`config.mk`:
```
export PLATFORM = sky130hd
export DESIGN_NAME = conv_mac_pipe
export DESIGN_NICKNAME = d
export VERILOG_FILES = /design/src/rtl/conv_mac_pkg.sv /design/src/rtl/conv_mac_mul_core.sv /design/src/rtl/conv_mac_pipe.sv
export SDC_FILE = /design/constraint.sdc
export NUM_CORES = 1
export LEC_CHECK = 0
export CORE_UTILIZATION = 25
export DETAILED_ROUTE_END_ITERATION = 16
export SLEW_MARGIN = 30
export SYNTH_ARGS = -nofsm -noshare
export SYNTH_HDL_FRONTEND = slang
export SYNTH_SLANG_ARGS = --single-unit
export TNS_END_PERCENT = 5
```
`constraint.sdc`:
```
create_clock -name ap_clk -period 3.9 [get_ports ap_clk]
set_input_delay 0.78 -clock ap_clk [delete_from_list [all_inputs] [get_ports ap_clk]]
set_output_delay 0.78 -clock ap_clk [all_outputs]
set_load 0.05 [all_outputs]
```
`src/rtl/conv_mac_pkg.sv`:
```
// conv_mac_pkg: shared defaults and arithmetic helpers for the conv MAC pipeline.
package conv_mac_pkg;

  localparam int A_W_DEF       = 16;
  localparam int B_W_DEF       = 8;
  localparam int ACC_W_DEF     = 24;
  localparam int NUM_STAGE_DEF = 2;

  // Result of a saturating add: clamped value plus a flag set when clamping happened.
  typedef struct packed {
    logic               ovf;
    logic signed [63:0] val;
  } sat_res_t;

  // Signed add of two sign-extended operands, clamped to a w-bit signed range (w <= 62).
  function automatic sat_res_t sat_add(input logic signed [63:0] a,
                                       input logic signed [63:0] b,
                                       input int unsigned        w);
    sat_res_t           r;
    logic signed [63:0] sum;
    logic signed [63:0] max_v;
    logic signed [63:0] min_v;
    sum   = a + b;
    max_v = (64'sd1 <<< (w - 32'd1)) - 64'sd1;
    min_v = -(64'sd1 <<< (w - 32'd1));
    if (sum > max_v) begin
      r.val = max_v;
      r.ovf = 1'b1;
    end else if (sum < min_v) begin
      r.val = min_v;
      r.ovf = 1'b1;
    end else begin
      r.val = sum;
      r.ovf = 1'b0;
    end
    return r;
  endfunction

endpackage

```
`src/rtl/conv_mac_mul_core.sv`:
```
// conv_mac_mul_core: signed A*B product followed by an enabled register chain
// that carries the product together with its valid/acc/last sideband.
module conv_mac_mul_core
  import conv_mac_pkg::*;
#(
  parameter int A_W       = A_W_DEF,
  parameter int B_W       = B_W_DEF,
  parameter int NUM_STAGE = NUM_STAGE_DEF
) (
  input  logic                     clk,
  input  logic                     rst_n,
  input  logic                     en,
  input  logic                     in_valid,
  input  logic signed [A_W-1:0]    din0,
  input  logic signed [B_W-1:0]    din1,
  input  logic                     in_acc,
  input  logic                     in_last,
  output logic signed [A_W+B_W-1:0] prod,
  output logic                     valid,
  output logic                     acc,
  output logic                     last
);

  localparam int P_W = A_W + B_W;

  logic signed [P_W-1:0] prod_r  [NUM_STAGE];
  logic                  valid_r [NUM_STAGE];
  logic                  acc_r   [NUM_STAGE];
  logic                  last_r  [NUM_STAGE];

  // Product/sideband pipeline: every stage advances together on en, otherwise holds.
  always_ff @(posedge clk or negedge rst_n) begin
    if (!rst_n) begin
      for (int i = 0; i < NUM_STAGE; i++) begin
        prod_r[i]  <= {P_W{1'b0}};
        valid_r[i] <= 1'b0;
        acc_r[i]   <= 1'b0;
        last_r[i]  <= 1'b0;
      end
    end else if (en) begin
      prod_r[0]  <= din0 * din1;
      valid_r[0] <= in_valid;
      acc_r[0]   <= in_acc;
      last_r[0]  <= in_last;
      for (int i = 1; i < NUM_STAGE; i++) begin
        prod_r[i]  <= prod_r[i-1];
        valid_r[i] <= valid_r[i-1];
        acc_r[i]   <= acc_r[i-1];
        last_r[i]  <= last_r[i-1];
      end
    end
  end

  assign prod  = prod_r[NUM_STAGE-1];
  assign valid = valid_r[NUM_STAGE-1];
  assign acc   = acc_r[NUM_STAGE-1];
  assign last  = last_r[NUM_STAGE-1];

endmodule

```
`src/rtl/conv_mac_pipe.sv`:
```
// conv_mac_pipe: pipelined signed multiply / multiply-accumulate with
// valid/ready flow control. Beats tagged in_acc are summed over a window and
// emitted on the window's last beat; untagged beats emit their product.
// Optional build macro SAT_EN: saturating accumulation with sticky out_ovf;
// without it the accumulator wraps and out_ovf stays 0.
module conv_mac_pipe
  import conv_mac_pkg::*;
#(
  parameter int A_W       = A_W_DEF,
  parameter int B_W       = B_W_DEF,
  parameter int ACC_W     = ACC_W_DEF,
  parameter int NUM_STAGE = NUM_STAGE_DEF
) (
  input  logic                    ap_clk,
  input  logic                    ap_rst_n,
  input  logic                    in_valid,
  output logic                    in_ready,
  input  logic signed [A_W-1:0]   din0,
  input  logic signed [B_W-1:0]   din1,
  input  logic                    in_acc,
  input  logic                    in_last,
  output logic                    out_valid,
  input  logic                    out_ready,
  output logic signed [ACC_W-1:0] dout,
  output logic                    out_ovf
);

  localparam int P_W = A_W + B_W;

  logic                    en_s;
  logic signed [P_W-1:0]   m_prod_s;
  logic                    m_valid_s;
  logic                    m_acc_s;
  logic                    m_last_s;
  logic signed [ACC_W-1:0] prod_ext_s;
  logic signed [ACC_W-1:0] base_s;
  logic signed [ACC_W-1:0] sum_s;
  logic                    add_ovf_s;

  logic signed [ACC_W-1:0] acc_r;
  logic                    open_r;
  logic                    ovf_win_r;
  logic signed [ACC_W-1:0] dout_r;
  logic                    out_valid_r;
  logic                    out_ovf_r;

  // The whole pipe moves only when the output register is free or being drained.
  assign en_s     = !out_valid_r || out_ready;
  assign in_ready = en_s;

  conv_mac_mul_core #(
    .A_W       (A_W),
    .B_W       (B_W),
    .NUM_STAGE (NUM_STAGE)
  ) u_mul (
    .clk      (ap_clk),
    .rst_n    (ap_rst_n),
    .en       (en_s),
    .in_valid (in_valid),
    .din0     (din0),
    .din1     (din1),
    .in_acc   (in_acc),
    .in_last  (in_last),
    .prod     (m_prod_s),
    .valid    (m_valid_s),
    .acc      (m_acc_s),
    .last     (m_last_s)
  );

  assign prod_ext_s = ACC_W'(m_prod_s);

`ifdef SAT_EN
  sat_res_t sat_s;

  // Window sum: a closed window restarts from zero; the add clamps to ACC_W.
  always_comb begin
    base_s    = open_r ? acc_r : {ACC_W{1'b0}};
    sat_s     = sat_add(64'(base_s), 64'(prod_ext_s), ACC_W);
    sum_s     = sat_s.val[ACC_W-1:0];
    add_ovf_s = sat_s.ovf;
  end
`else
  // Window sum: a closed window restarts from zero; the add wraps modulo 2^ACC_W.
  always_comb begin
    base_s    = open_r ? acc_r : {ACC_W{1'b0}};
    sum_s     = base_s + prod_ext_s;
    add_ovf_s = 1'b0;
  end
`endif

  // Accumulate/output stage: standalone beats bypass the window state entirely.
  always_ff @(posedge ap_clk or negedge ap_rst_n) begin
    if (!ap_rst_n) begin
      acc_r       <= {ACC_W{1'b0}};
      open_r      <= 1'b0;
      ovf_win_r   <= 1'b0;
      dout_r      <= {ACC_W{1'b0}};
      out_valid_r <= 1'b0;
      out_ovf_r   <= 1'b0;
    end else if (en_s) begin
      if (m_valid_s && !m_acc_s) begin
        dout_r      <= prod_ext_s;
        out_valid_r <= 1'b1;
        out_ovf_r   <= 1'b0;
      end else if (m_valid_s && !m_last_s) begin
        acc_r       <= sum_s;
        open_r      <= 1'b1;
        ovf_win_r   <= (open_r && ovf_win_r) || add_ovf_s;
        out_valid_r <= 1'b0;
      end else if (m_valid_s) begin
        dout_r      <= sum_s;
        out_valid_r <= 1'b1;
        out_ovf_r   <= (open_r && ovf_win_r) || add_ovf_s;
        acc_r       <= {ACC_W{1'b0}};
        open_r      <= 1'b0;
        ovf_win_r   <= 1'b0;
      end else begin
        out_valid_r <= 1'b0;
      end
    end
  end

  assign dout      = dout_r;
  assign out_valid = out_valid_r;
  assign out_ovf   = out_ovf_r;

endmodule

```
# After elaboration in Yosys (flattened, before gate mapping)

Cells that the tools add are included.

Flip-flop bits (word level): 106
Input bits: 30
Output and inout bits: 27
Logic and storage cells: 44

Add/subtract/negate cells: 1
$mul: 1
Equal/unequal tests: 1
Mux-type cells: 15
Bitwise logic cells: 1
Reductions and logical operators: 11

Operators with widths:

| kind               | number |
|---|---|
| $mux 24            | 6 |
| $add 24x24->24     | 1 |
| $mul 16x8->24      | 1 |
| $mux 1             | 9 |
| $reduce_and 3->1   | 2 |
| $reduce_bool 2->1  | 2 |
| $logic_and 1x1->1  | 3 |
| $logic_not 1->1    | 3 |
| $ne 2x2->1 const B | 1 |
| $logic_or 1x1->1   | 1 |
| $not 1->1          | 1 |

# Logic depth before layout (Yosys ltp)

Depth in word-level cells: 5
Depth in mapped cells: 20
Gate-level depth less buffers: 19

# By module

From an unflattened synthesis, not the netlist that was laid out.

Cell total of the unflattened synthesis: 1108
Area total of the unflattened synthesis: 10483.8 µm²

By module, submodules not included:

| module            | instances | cells an instance | area each (µm²) | sequential area each (µm²) |
|---|---|---|---|---|
| conv_mac_mul_core | 1         | 691               | 6844.1          | 1351.3 |
| conv_mac_pipe     | 1         | 417               | 3639.7          | 1301.2 |

# Least setup slack after synthesis

OpenSTA, ideal clock, no wires.

Kind: input to register
Start: input din1[7]
End: register u_mul.prod_r[45] in the netlist's numbering
Setup time: 0.083 ns
Data arrival time: 4.942 ns
Data required time: 3.817 ns
Slack: -1.125 ns
Stages: 18
Buffers on the path: 1
Cell sequence: inv_1 -> clkbuf_1 -> nor2_1 -> fa_1 -> fa_1 -> fa_1 -> inv_1 -> fa_1 -> inv_1 -> ha_1 -> nand3_1 -> o21bai_1 -> o2111ai_1 -> a31oi_1 -> a2111oi_0 -> nor2_1 -> xor2_1 -> o21ai_0

Word-level cells in the longest chain between the ends: 1

Ends and longest elaborated chain:

| what                           | RTL line                | RTL |
|---|---|---|
| start: declaration             | conv_mac_pipe.sv:19     | `input logic signed [B_W-1:0] din1,` |
| $mul 16x8->24                  | conv_mac_mul_core.sv:41 | `prod_r[0] <= din0 * din1;` |
| end signal: indexed assignment | conv_mac_mul_core.sv:35 | `prod_r[i] <= {P_W{1'b0}};` |
| end signal: indexed assignment | conv_mac_mul_core.sv:46 | `prod_r[i] <= prod_r[i-1];` |
| end: declaration               | conv_mac_mul_core.sv:26 | `logic signed [P_W-1:0] prod_r [NUM_STAGE];` |

No other way between the ends.
A chain may end at the register's enable or synchronous reset.

# Final worst setup path

Start: input din0[3]
End: register u_mul.prod_r[47] in the netlist's numbering

Word-level cells in the longest chain between the ends: 1

Ends and longest elaborated chain:

| what               | RTL line                | RTL |
|---|---|---|
| start: declaration | conv_mac_pipe.sv:18     | `input logic signed [A_W-1:0] din0,` |
| $mul 16x8->24      | conv_mac_mul_core.sv:41 |  |

No other way between the ends.

==> results.py <==
metrics = {
    "critical_path": {
        "slowest_stage": "fa_2",
        "worstPathArrival_ps": 4870,
        "path_cells": "buf_2 > and2_4 > fa_2 > fa_2 > fa_1 > inv_1 > fa_1 > inv_2 > ha_4 > a21o_1 > a21oi_4 > buf_6 > o2111ai_4 > a31oi_4 > nand3_2 > a31oi_4 > xnor2_1 > o21ai_1",
        "required_ps": 4120,
        "critPathKind": "in -> reg",
        "start_kind": "input port",
        "endpoint_kind": "flop",
        "critPathMaxStageDelay_ps": 580,
        "cp_max_fo": 8,
        "r2r_slack_ps": 700,
    },
    "grt": {
        "gr-total-overflow": 0,
        "grt_pass1_wl_mm": 40.1,
        "track_usage_pct": 12.0,
        "grt_max_degree": 64,
        "antenna_found_initial": 0,
        "grt_pass1_vias": 8062,
    },
    "power_and_ir_drop": {
        "pwr-share-clk_pct": 8.7,
        "total_switching_power_mw": 4.86,
        "power_frac_comb_pct": 72.1,
        "power.density_nw_per_um2": 827,
        "power_frac_seq_pct": 19.3,
        "internal_power_mw": 5.49,
        "vdd_drop_max_mv": 0.351,
        "leakage_nw": 6.09,
        "netSwitchingFraction_pct": 47.0,
    },
    "cts": {
        "clkLatencyLatePin_ps": 350,
        "clk_path_buf_depth": 2,
        "cts_hold_buf": 0,
        "clock_sinks": 106,
        "root_buffer": "clkbuf_16",
        "htreeDepth": 3,
        "cts_tree": "yes",
        "clkTransAtPathRegs_ps": 70,
        "cts_buffers": 9,
    },
    "min_path": {
        "hp-class": "reg -> reg",
    },
    "die": {
        "initial_core_util_pct": 25.5,
        "core_um2": 38900,
        "die_h_um": 201,
        "fp-row-count": 72,
        "die_area_um2": 40600,
        "die_w_um": 201,
        "pin_count": 57,
    },
    "place": {
        "port_buffers": 56,
        "dpl_cell_area_um2": 11800,
        "gp_congestion": 0.858,
        "dpl.hpwl_mm": 18.7,
        "dpl_worst_slack_ps": -1810,
    },
    "timing": {
        "finalSetupViolations": 15,
        "worst_slew_pin_slew_ps": 828,
        "skew_ps": 6.71,
        "setup_tns_ps": -8150,
        "fin_ws_ps": -753,
        "period_share_pct": 119,
        "min_period_ps": 4650,
        "slew_violations": 0,
        "max_clock_freq_ghz": 0.215,
        "relSlewSlack_pct": 44.8,
        "rsz0062_at_grt": "true",
        "finalHoldViolations": 0,
    },
    "drt": {
        "ant_nets": 0,
        "drcViolationCount": 0,
        "firstDrtPassIters": 4,
        "vias": 7679,
        "via_per_inst": 4.35,
        "routed_wirelength_mm": 23.7,
        "wl_per_cell_um": 13.4,
        "drt_iter0_markers": 402,
    },
    "synthesis": {
        "synth_seq_area_share_pct": 26.7,
        "synthesis.instances": 1113,
        "ys_seq_elements": 106,
        "synth_top_area_share_pct": 26.7,
        "synth.largest_area_cell": "dfrtp_1",
        "netlist_top_cells_area": "dfrtp_1 (27%), fa_1 (21%), ha_1 (8.6%), nand2_1 (7.3%), and2_1 (6.7%)",
        "synth_area_per_cell_um2": 8.93,
        "syn-num-nets": 1315,
        "synth.most_common_cell": "nand2_1",
        "async_flop_share_pct": 100,
        "synth_cell_types": 49,
        "yosys_warnings": 0,
        "ys_top_cells_by_count": "nand2_1 (192), inv_1 (156), and2_1 (107)",
        "synth_edf_count": 0,
        "synth_ff_type": "dfrtp_1",
        "syn-cell-area_um2": 9940,
    },
    "run_status": {
        "violations": "negative setup slack",
        "status": "finished, violations left",
    },
    "layout": {
        "drive_gt1_share_pct": 18.3,
        "nets": 1448,
        "area_growth_pct": 25.9,
        "stdcell_area_um2": 12500,
        "num_antenna_cells": 0,
    },
    "flow_run": {
        "maxCapViolCount": 0,
    },
}
placed cells by master, fill, tap and decap left out, types with 17 or more instances in the layout:
master / n
a21o_1: 17
a21oi_1: 32
a22o_1: 17
and2_1: 94
buf_4: 100
clkdlybuf4s50_1: 30
dfrtp_1: 106
fa_1: 99
ha_1: 56
inv_1: 149
mux2i_1: 19
nand2_1: 187
nor2_1: 48
o21ai_0: 33
xnor2_1: 24
xor2_1: 20
per-layer routing:
metal,GRT usage [%],vias to the layer above,share of wire (%)
met4,3.06,0,1.0
met5,0,-,0
met2,19.9,131,46
met3,1.15,18,3.3
met1,16.7,3721,49
li1,-,3809,-
worst max-delay path: cells and delay by family:
kind	cells	cell delay (ps)
compound gates	6	1030
buf+inv	4	390
fa+ha+maj	5	2220
simple gates	2	310
xor+xnor	1	130
metrics by stage:
stage	instances	total power, mW	hold WS (ps)	util [%]
after floorplan	1113	6.40	439	-
after CTS	1765	10.1	472	31.8
final	1767	10.3	470	32.2
after detailed placement	1747	8.70	455	30.4
after global placement	1747	8.55	451	30.4
after global routing	1767	11.3	502	32.2
flip-flops by register name, indices dropped and copies added (netlist names), 24 cells and up:
signal and cells:
u_mul.prod 24, dout 24, u_mul.prod_r 24, acc_r 24
power by group through the flow:
stage          Sequential, mW  Combinational (mW)  Clock, mW
6_report                 1.99                7.45      0.896
5_1_grt                  2.07                8.28      0.964
4_1_cts                  2.00                7.22      0.924
3_5_place_dp             2.02                6.68          0
3_3_place_gp             2.00                6.55          0
2_1_floorplan            2.29                4.11          0
cell type report:
type / instances / area, um^2
fillers: 4090 / 26400
inverters: 157 / 594
repair buffers: 163 / 1370
multi-input cells: 809 / 6970
clock inverters: 4 / 52.6
flip-flops and latches: 106 / 2650
well taps: 518 / 648
clock buffers: 10 / 229
logic make-up (layout without fill, tap and decap cells):
family	after synthesis	count (layout)	synth area share, %
buffers and inverters	198	334	7.49
XOR/XNOR	45	45	3.97
flip-flops	106	106	26.7
adder cells (fa/ha/maj)	172	172	29.5
AO/OA/AOI/OAI	177	177	11.8
AND/OR/NAND/NOR	394	394	18.4
multiplexers	21	21	2.14
worst paths after layout:
kind                                              start                           end  depth (start not counted)
min reg2reg                u_mul.prod_r[32]$_DFFE_PN0P_     u_mul.prod[8]$_DFFE_PN0P_                          2
max                                             din0[3]  u_mul.prod_r[47]$_DFFE_PN0P_                         18
min in group asynchronous                      ap_rst_n           dout[1]$_DFFE_PN0P_                          1
max in group asynchronous                      ap_rst_n          dout[11]$_DFFE_PN0P_                          2
min                        u_mul.prod_r[32]$_DFFE_PN0P_     u_mul.prod[8]$_DFFE_PN0P_                          2
max reg2reg                          open_r$_DFFE_PN0P_         acc_r[23]$_DFFE_PN0P_                         12
what timing repair did:
| action | in CTS | in global routing |
|---|---|---|
| resized for setup | 151 | 41 |
| endpoints found under the setup margin | 18 | 17 |
| setup buffers | 4 | 4 |
| pin swaps | 40 | 36 |
Power figures use the tool's default switching activity.
